`config.mk`:
```
export PLATFORM = sky130hd
export DESIGN_NAME = key_event_queue
export DESIGN_NICKNAME = d
export VERILOG_FILES = /design/src/rtl/key_evt_pkg.sv /design/src/rtl/key_evt_fifo.sv /design/src/rtl/key_event_queue.sv
export SDC_FILE = /design/constraint.sdc
export NUM_CORES = 1
export LEC_CHECK = 0
export ABC_AREA = 1
export CAP_MARGIN = 20
export CORE_ASPECT_RATIO = 0.8
export CORE_UTILIZATION = 40
export CTS_BUF_LIST = sky130_fd_sc_hd__clkbuf_16
export CTS_CLUSTER_SIZE = 24
export DETAILED_ROUTE_END_ITERATION = 8
export PLACE_DENSITY = 0.56
export SETUP_SLACK_MARGIN = 0.05
export SYNTH_ARGS = -nofsm -noshare
export SYNTH_HDL_FRONTEND = slang
export SYNTH_HIERARCHICAL = 1
export SYNTH_SLANG_ARGS = --single-unit
export TNS_END_PERCENT = 5
```
`constraint.sdc`:
```
create_clock -name clk -period 3.09 [get_ports clk]
set_input_delay 0.309 -clock clk [delete_from_list [all_inputs] [get_ports clk]]
set_output_delay 0.309 -clock clk [all_outputs]
set_load 0.005 [all_outputs]
```
`src/rtl/key_evt_pkg.sv`:
```
// Shared types for the key event queue.
// Event record, repeat FSM states, width helper.
package key_evt_pkg;

  function automatic int idx_width(input int n);
    return (n <= 1) ? 1 : $clog2(n);
  endfunction

  localparam int KEV_N_KEYS = 26;
  localparam int KEV_IDX_W  = idx_width(KEV_N_KEYS);

  typedef struct packed {
    logic [KEV_IDX_W-1:0] idx;
    logic                 rpt;
  } key_evt_t;

  typedef enum logic [1:0] {
    IDLE,
    DELAY,
    REPEAT
  } rpt_state_t;

endpackage

```
`src/rtl/key_evt_fifo.sv`:
```
// First-word-fall-through FIFO of key events.
// Push is accepted when not full or when popping.
module key_evt_fifo
  import key_evt_pkg::*;
#(
  parameter int DEPTH = 4
) (
  input  logic     clk,
  input  logic     rst_n,
  input  logic     i_push,
  input  key_evt_t i_din,
  input  logic     i_pop,
  output key_evt_t o_dout,
  output logic     o_full,
  output logic     o_empty
);

  localparam int AW = idx_width(DEPTH);

  key_evt_t       r_mem [DEPTH];
  logic [AW:0]    r_wr;
  logic [AW:0]    r_rd;
  logic           w_do_pop;
  logic           w_do_push;

  assign o_empty   = (r_wr == r_rd);
  assign o_full    = (r_wr[AW] != r_rd[AW]) &&
                     (r_wr[AW-1:0] == r_rd[AW-1:0]);
  assign w_do_pop  = i_pop & ~o_empty;
  assign w_do_push = i_push & (~o_full | w_do_pop);
  assign o_dout    = r_mem[r_rd[AW-1:0]];

  // Storage write; contents are don't-care while empty.
  always_ff @(posedge clk) begin
    if (w_do_push) r_mem[r_wr[AW-1:0]] <= i_din;
  end

  // Read/write pointers with wrap bit.
  always_ff @(posedge clk or negedge rst_n) begin
    if (!rst_n) begin
      r_wr <= '0;
      r_rd <= '0;
    end else begin
      if (w_do_push) r_wr <= r_wr + (AW+1)'(1);
      if (w_do_pop)  r_rd <= r_rd + (AW+1)'(1);
    end
  end

endmodule

```
`src/rtl/key_event_queue.sv`:
```
// Key press edge detector with event queue
// and typematic auto-repeat.
module key_event_queue #(
  parameter int N_KEYS       = 26,
  parameter int IDX_W        = $clog2(N_KEYS),
  parameter int FIFO_DEPTH   = 4,
  parameter int REPEAT_DELAY = 8,
  parameter int REPEAT_RATE  = 4
) (
  input  logic              clk,
  input  logic              rst_n,
  input  logic [N_KEYS-1:0] keys,
  input  logic              repeat_en,
  input  logic              clr_ovf,
  output logic              ev_valid,
  input  logic              ev_ready,
  output logic [IDX_W-1:0]  ev_idx,
  output logic              ev_repeat,
  output logic              ovf,
  output logic              any_down
);

  import key_evt_pkg::*;

  localparam int CNT_MAX = (REPEAT_DELAY > REPEAT_RATE) ?
                           REPEAT_DELAY : REPEAT_RATE;
  localparam int CNT_W   = idx_width(CNT_MAX);

  logic [N_KEYS-1:0] r_prev;
  logic [N_KEYS-1:0] r_pend;
  logic              r_live;
  logic              r_ovf;
  rpt_state_t        r_state;
  logic [IDX_W-1:0]  r_trk;
  logic [CNT_W-1:0]  r_cnt;

  logic [N_KEYS-1:0] w_edge;
  logic [N_KEYS-1:0] w_clr;
  logic [N_KEYS-1:0] w_lost;
  logic              w_press_any;
  logic [IDX_W-1:0]  w_sel;
  logic              w_full;
  logic              w_empty;
  logic              w_can_push;
  logic              w_push_press;
  logic              w_push_rpt;
  logic              w_push;
  logic              w_rpt_req;
  logic              w_held;
  rpt_state_t        w_state_nxt;
  logic [IDX_W-1:0]  w_trk_nxt;
  logic [CNT_W-1:0]  w_cnt_nxt;
  key_evt_t          w_din;
  key_evt_t          w_head;

  assign w_edge = keys & ~r_prev;

  // Lowest-index pending press wins.
  always_comb begin
    w_press_any = 1'b0;
    w_sel       = '0;
    for (int i = N_KEYS - 1; i >= 0; i--) begin
      if (r_pend[i]) begin
        w_press_any = 1'b1;
        w_sel       = IDX_W'(i);
      end
    end
  end

  assign w_can_push   = ~w_full | (~w_empty & ev_ready);
  assign w_push_press = w_press_any & w_can_push;
  assign w_push_rpt   = w_rpt_req & w_can_push &
                        ~w_press_any;
  assign w_push       = w_push_press | w_push_rpt;
  assign w_clr        = w_push_press ?
                        (N_KEYS'(1) << w_sel) : '0;
  assign w_lost       = w_edge & r_pend & ~w_clr;

  assign w_din.idx = w_push_press ?
                     KEV_IDX_W'(w_sel) :
                     KEV_IDX_W'(r_trk);
  assign w_din.rpt = ~w_push_press;

  // Key history, pending presses and sticky overflow.
  always_ff @(posedge clk or negedge rst_n) begin
    if (!rst_n) begin
      r_prev <= '1;
      r_pend <= '0;
      r_live <= 1'b0;
      r_ovf  <= 1'b0;
    end else begin
      r_prev <= keys;
      r_pend <= (r_pend & ~w_clr) | w_edge;
      r_live <= 1'b1;
      if (|w_lost)      r_ovf <= 1'b1;
      else if (clr_ovf) r_ovf <= 1'b0;
    end
  end

  assign w_held = keys[r_trk];

  // Repeat FSM: newest press takes over tracking.
  always_comb begin
    w_state_nxt = r_state;
    w_trk_nxt   = r_trk;
    w_cnt_nxt   = r_cnt;
    w_rpt_req   = 1'b0;
    if (w_push_press && repeat_en) begin
      w_trk_nxt   = w_sel;
      w_cnt_nxt   = CNT_W'(REPEAT_DELAY - 1);
      w_state_nxt = DELAY;
    end else begin
      unique case (r_state)
        IDLE: ;
        DELAY, REPEAT: begin
          if (!w_held || !repeat_en) begin
            w_state_nxt = IDLE;
          end else if (r_cnt == '0) begin
            w_rpt_req   = 1'b1;
            w_cnt_nxt   = CNT_W'(REPEAT_RATE - 1);
            w_state_nxt = REPEAT;
          end else begin
            w_cnt_nxt = r_cnt - CNT_W'(1);
          end
        end
        default: w_state_nxt = IDLE;
      endcase
    end
  end

  // Repeat FSM state register.
  always_ff @(posedge clk or negedge rst_n) begin
    if (!rst_n) begin
      r_state <= IDLE;
      r_trk   <= '0;
      r_cnt   <= '0;
    end else begin
      r_state <= w_state_nxt;
      r_trk   <= w_trk_nxt;
      r_cnt   <= w_cnt_nxt;
    end
  end

  key_evt_fifo #(
    .DEPTH (FIFO_DEPTH)
  ) u_fifo (
    .clk     (clk),
    .rst_n   (rst_n),
    .i_push  (w_push),
    .i_din   (w_din),
    .i_pop   (ev_ready),
    .o_dout  (w_head),
    .o_full  (w_full),
    .o_empty (w_empty)
  );

  assign ev_valid  = ~w_empty;
  assign ev_idx    = ev_valid ? w_head.idx[IDX_W-1:0] : '0;
  assign ev_repeat = ev_valid & w_head.rpt;
  assign ovf       = r_ovf;
  assign any_down  = r_live & (|r_prev);

endmodule

```
==> reports/metrics.yaml, run 1 <==
run_status:
  outcome: "completed"
logic_synthesis:
  netlist_top_cells_area: "dfrtp_1 (22%), edfxtp_1 (14%), dfstp_2 (14%)"
  postSynthAreaPerCell_um2: 8.24
  synth_common_cells: "nand2_1 (123), inv_1 (93), nor2_1 (82)"
  synth_flop_cell: "dfrtp_1"
  synth_edf_count: 24
  synthCells: 603
  synth_cell_types: 43
  synth_top_area_cell: "dfrtp_1"
  ys_ff_latch: 94
  ys_seq_area_share_pct: 50.4
  synthMostInstantiatedCell: "nand2_1"
  yosysWarnings: 6
  synthArstFlopShare_pct: 74.5
  netlist_area_mm2: 0.00497
  synth_top_cell_area_share_pct: 22.1
  synth_nets: 643
clocking:
  cts-root-buf: "clkbuf_16"
  post-cts-setup-buffers: 0
  cts_tree: "built"
  clock_latency_ns: 0.35
  path_clk_slew_ns: 0.07
  ctsLongestPathBuffers: 2
  clkSinkCount: 94
  cts_made_buffers: 9
  h-tree-depth: 3
power_and_ir_drop:
  leakage_uw: 0.00275
  power_uw: 4690
  power_density_mw_per_mm2: 782
  vdd.ir_drop.worst_v: 0.000361
final_layout:
  area_delta_synth_final_pct: 20.7
  multi_input_area_mm2: 0.00208
  diodes: 0
  seqCellArea_mm2: 0.00251
  fin_nets: 702
  fill_cells: 1170
  drive_gt1_share_pct: 15.4
die:
  die_x_um: 127
  die-height_um: 102
  dieArea_mm2: 0.0129
  row_count: 36
  initial_core_util_pct: 40.9
  fp.coreArea_mm2: 0.0122
  io_pins: 40
setup_path:
  ff2ff_path_depth: 30
  crit_path_start_kind: "register"
  crit_family: "simple AND/OR/NAND/NOR gates"
  critPathMaxStageDelay_ns: 0.42
  rr_startpoint: "r_pend[25]"
  crit_arrival_ns: 3.01
  cp_max_fo: 5
  crit_type: "reg2reg"
  regToRegSetupSlack_ns: 0.32
  path_common_cell: "nand2_1"
  crit_buf_inv: 0
  cp.required_ns: 3.33
  worst_setup_path_end_kind: "register"
  crit_slowest_cell: "dfrtp_1"
  reg2reg_to: "ovf"
sta:
  period_minus_slack_ns: 2.77
  period_share_pct: 89.7
  drv_slew: 0
  hold_viol: 0
  fmax_mhz: 361
  rsz0062_at_grt: "no"
  tightest_slew_ns: 0.505
  final.setup.tns_ns: 0
  setup_viol: 0
  clock_skew_ns: 0.00713
  relSlewSlack_pct: 66.3
drt:
  dr.pass1.iters: 5
  drcViolationCount: 0
  first_iter_violations: 241
  wl_per_cell_um: 15.7
  avgViaCountPerCell: 5.07
  drtAntennaViolNets: 0
  wirelength_um: 12900
  vias: 4149
hold_path:
  hold_class: "in2async"
global_route:
  antenna_found_initial: 0
  grt_overflow: 0
  grt_max_degree: 43
  grt_pass1_wl_um: 20900
  grt_use_total_pct: 21.8
  grt_pass1_vias: 3903
placed_design:
  io_buffers: 39
  dp_hpwl_um: 9900
  place_congestion: 0.898
flow_run:
  cap_violations: 0
## layer usage
| metal | track usage (%) | vias to the layer above | wire length (um) |
|---|---|---|---|
| met5 | 0 | - | 0 |
| met4 | 5.56 | 0 | 127 |
| met3 | 4.49 | 13 | 741 |
| met2 | 30.8 | 114 | 5210 |
| met1 | 33.7 | 1942 | 6820 |
| li1 | - | 2080 | - |
## layout make-up
type / instances / area share, %
Multi-Input combinational cell: 401 / 34.7
Clock inverter: 7 / 1.31
Sequential cell: 94 / 41.8
Inverter: 99 / 6.19
Timing Repair Buffer: 57 / 9.13
Tap cell: 152 / 3.17
Clock buffer: 9 / 3.75
## stage by stage
stage | cell area (um^2) | hold slack [ns] | cells | setup slack, ns | utilization (%)
final | 6000 | 0.357 | 819 | 0.319 | 49.3
after global routing | 6000 | 0.374 | 819 | 0.0527 | 49.3
after CTS | 5940 | 0.173 | 817 | 0.112 | 48.8
after detailed placement | 5630 | 0.493 | 801 | 0.0910 | 46.3
after global placement | 5630 | 0.488 | 801 | 0.0885 | 46.3
after floorplan | 4970 | 0.0134 | 603 | 0.373 | -
## where the power goes
group | leakage (uW) | switching (uW) | internal (uW) | total, uW
Sequential | 0.000953 | 165 | 1580 | 1750
Clock | 0.000141 | 508 | 637 | 1140
Combinational | 0.00165 | 1100 | 698 | 1800
## repair_timing
action	4_1_cts	5_1_grt
gates resized for setup	0	11
endpoints found under the setup margin	0	30
hold endpoints to repair	0	4
hold buffers	0	1
## sequential cells by signal, summed over array words and instances, names as in the netlist
name / cells
r_pend: 26
r_prev: 26
u_fifo/r_mem: 24
r_trk: 5
r_cnt: 3
u_fifo/r_rd: 3
u_fifo/r_wr: 3
r_state: 2
ovf: 1
r_live: 1
## cells by family after synthesis
group | Yosys count | synth area share, %
AO/OA/AOI/OAI | 93 | 10.5
buffers and inverters | 108 | 8.38
other | 1 | 0.0754
adder cells (fa/ha/maj) | 9 | 2.27
XOR/XNOR | 3 | 0.906
flip-flops | 94 | 50.4
AND/OR/NAND/NOR | 295 | 27.4
## how the worst max path moves through the flow
stage / endpoint / slack, ns / cells after the start / start
floorplan: u_fifo/r_mem[0][0] / 0.37 / 14 / u_fifo/r_rd[1]
finish: ovf / 0.32 / 30 / r_pend[25]
detailed placement: u_fifo/r_mem[2][2] / 0.09 / 10 / keys[14]
CTS: ovf / 0.11 / 19 / u_fifo/r_rd[1]
global placement: u_fifo/r_mem[0][1] / 0.09 / 10 / keys[14]
global route: ovf / 0.05 / 31 / r_pend[24]
## cells in the final DEF (no fill, tap or decap), types with 4 or more instances in the layout
cell and instances:
o21ai_0 60, dfstp_2 26, a21oi_1 10, nor2_1 77, nand2_1 123, nor2_2 9
nand3_1 45, inv_1 91, buf_4 15, ha_1 9, nor4_1 10, dfrtp_1 43
inv_2 7, o22ai_1 7, clkbuf_16 9, nand3_2 5, clkdlybuf4s50_1 38, edfxtp_1 24
nor2_4 4, nand4_1 7
Power figures use the tool's default switching activity.
==> inputs of run 2 (changes only) <==
- ABC_AREA: 1 -> default
==> run 2 against run 1 <==
Net effect: combinational power up 11%; register-to-register slack lost 0.20 ns; via count down 9.8%; synthesized area decreased by 1.3%; count of clock-buffer cells in the layout stayed put; flip-flop and latch count is the same; setup slack worse by 0.20 ns; critical path type unchanged.
==> reports/metrics.yaml, run 2 <==
final_layout:
  drive_gt1_share_pct: 19.3  # +3.8 points
  post-route-cell-area_mm2: 0.00593  # -1.2%
  final_common_cell: "o21ai_0"
  diodes: 0  # unchanged
  fill_cells: 1081  # -7.6%
  fin_nets: 549  # -22%
  layout_common_cells: "o21ai_0 (54), inv_1 (46), dfrtp_1 (44)"
  final_util_pct: 50.5  # +1.2 points
  area_delta_synth_final_pct: 20.8  # about the same
setup_path:
  crit_arrival_ns: 3.17  # +0.16 ns
  worst_setup_path_end_kind: "register"
  reg2reg_to: "ovf"
  regToRegSetupSlack_ns: 0.11  # -0.20 ns
  cp_max_fo: 8  # +3
  crit_path_start_kind: "register"
  ff2ff_path_depth: 9  # -70%
  crit_start: "r_pend[7]"
  cp.required_ns: 3.28  # -0.05 ns
  crit_type: "reg2reg"
  rr_startpoint: "r_pend[7]"
die:
  row_count: 35  # -2.8%
  die-height_um: 101  # -0.63%
  fp.coreArea_mm2: 0.0117  # -3.5%
  die_x_um: 126  # -0.63%
  dieArea_mm2: 0.0127  # -1.3%
  initial_core_util_pct: 41.8  # +0.94 points
  io_pins: 40  # unchanged
logic_synthesis:
  synthArstFlopShare_pct: 74.5  # unchanged
  synth_nets: 482  # -25%
  synth_edf_count: 24  # unchanged
  synth_xor_area_share_pct: 1.22  # +0.32 points
  synth-compound-area-share_pct: 14.8  # +4.3 points
  synthMostInstantiatedCell: "o21ai_0"
  synth_common_cells: "o21ai_0 (54), dfrtp_1 (44), inv_1 (44)"
  synth_simple_gate_area_share_pct: 18.0  # -9.4 points
  synth_top_family_by_area: "simple AND/OR/NAND/NOR gates"
  synthAdderAreaFrac_pct: 2.29  # +0.029 points
  ys_ff_latch: 94  # unchanged
  netlist_area_mm2: 0.00491  # -1.3%
  synth_top_cell_area_share_pct: 22.4  # +0.29 points
  postSynthAreaPerCell_um2: 11.1  # +35%
  synth_flop_cell: "dfrtp_1"
  yosysWarnings: 6  # unchanged
  netlist_top_cells_area: "dfrtp_1 (22%), edfxtp_1 (15%), dfstp_2 (14%)"
  synth_cell_types: 76  # +77%
  synth_top_area_cell: "dfrtp_1"
  synthCells: 442  # -27%
  ys_seq_area_share_pct: 51.0  # +0.66 points
  synth_mux_area_share_pct: 7.73  # +7.7 points
sta:
  final.setup.tns_ns: 0  # unchanged
  rsz0062_at_grt: "no"
  hold_viol: 0  # unchanged
  relSlewSlack_pct: 46.1  # -20 points
  fmax_mhz: 336  # -6.9%
  holdWs_ns: 0.0593  # -0.298 ns
  setup_viol: 0  # unchanged
  tightest_slew_ns: 0.809  # +0.303 ns
  period_minus_slack_ns: 2.98  # +0.205 ns
  clock_skew_ns: 0.00736  # +0.000233 ns
  period_share_pct: 96.3  # +6.6 points
  drv_slew: 0  # unchanged
drt:
  dr.pass1.iters: 5  # unchanged
  vias: 3744  # -9.8%
  wirelength_um: 12900  # -0.24%
  wl_per_cell_um: 19.4  # +23%
  avgViaCountPerCell: 5.66  # +12%
  drcViolationCount: 0  # unchanged
  drtAntennaViolNets: 0  # unchanged
  first_iter_violations: 311  # +29%
global_route:
  grt_use_total_pct: 21.9  # +0.028 points
  grt_pass1_vias: 3552  # -9.0%
  grt_max_degree: 38  # -12%
  antenna_found_initial: 0  # unchanged
  grt_pass1_wl_um: 20400  # -2.8%
  grt_overflow: 0  # unchanged
power_and_ir_drop:
  power_density_mw_per_mm2: 839  # +7.3%
  vdd.ir_drop.worst_v: 0.000396  # +9.7%
  leakage_uw: 0.00240  # -13%
placed_design:
  dpl_cell_area_mm2: 0.00564  # about the same
  place_congestion: 0.957  # +6.5%
  io_buffers: 39  # unchanged
  dp_hpwl_um: 10000  # +0.96%
hold_path:
  hold_class: "in2async"
clocking:
  h-tree-depth: 3  # unchanged
  ctsLongestPathBuffers: 2  # unchanged
  clock_latency_ns: 0.34  # about the same
  clkSinkCount: 94  # unchanged
  cts_tree: "built"
  cts_hold_buf: 0  # unchanged
  cts_made_buffers: 9  # unchanged
  post-cts-setup-buffers: 0  # unchanged
  path_clk_slew_ns: 0.07  # about the same
  cts-root-buf: "clkbuf_16"
run_status:
  outcome: "completed"
flow_run:
  cap_violations: 0  # unchanged
-- run 2: area by class of cell --
cell class	count	area (um^2)	share of cell area (%)
clock buffers	9	225	3.80
clock inverters	7	57.6	0.971
inverters	44	165	2.79
multi-input cells	292	2170	36.7
flip-flops and latches	94	2500	42.3
well taps	148	185	3.12
repair buffers	68	616	10.4
-- run 2: timing repair --
item	in CTS	in global routing
endpoints found under the setup margin	0	1
resized for setup	0	1
hold endpoints to repair	0	0
-- run 2: kinds of logic after synthesis --
kind of cell,after synthesis
other,1
AO/OA/AOI/OAI,111
buffers and inverters,56
multiplexers,19
AND/OR/NAND/NOR,146
XOR/XNOR,6
adder cells (fa/ha/maj),9
flip-flops,94
-- run 2: critical path, stage by stage, from the launching register on --
cell	delay, ns
dfrtp_1	0.49
or4_1	0.62
nor2_1	0.24
nand3_1	0.20
o21ai_0	0.18
o311ai_0	0.19
nor4_1	0.37
nand4_1	0.19
nor4_2	0.18
nand3_1	0.15
-- run 2: metrics by stage --
stage               setup slack (ns)  instances  total power (uW)
floorplan                      0.201        442              3010
global placement               0.174        646              3870
detailed placement             0.108        646              3900
global route                  0.0929        662              5280
finish                         0.114        662              4970
CTS                            0.228        662              5000
-- run 2: how the worst max path moves through the flow --
stage,to,slack (ns),cells past startpoint
final,ovf,0.11,9
after global routing,ovf,0.09,9
after CTS,ovf,0.23,9
after detailed placement,u_fifo/r_mem[3][5],0.11,9
after global placement,u_fifo/r_mem[3][0],0.17,9
after floorplan,ovf,0.20,14
-- run 2: routing by layer --
layer | part of all wire, % | up-vias | routed length (um) | track usage (%)
li1 | - | 1754 | - | -
met1 | 51 | 1833 | 6530 | 33.2
met2 | 39 | 144 | 5050 | 29.3
met3 | 8.6 | 13 | 1100 | 6.69
met4 | 1.4 | 0 | 178 | 6.77
met5 | 0 | - | 0 | 0
-- run 2: report_power, final --
group | internal, uW | switching (uW) | leakage (uW)
Combinational | 956 | 1050 | 0.00129
Clock | 616 | 463 | 0.000150
Sequential | 1660 | 229 | 0.000957
Total | 3240 | 1740 | 0.00240
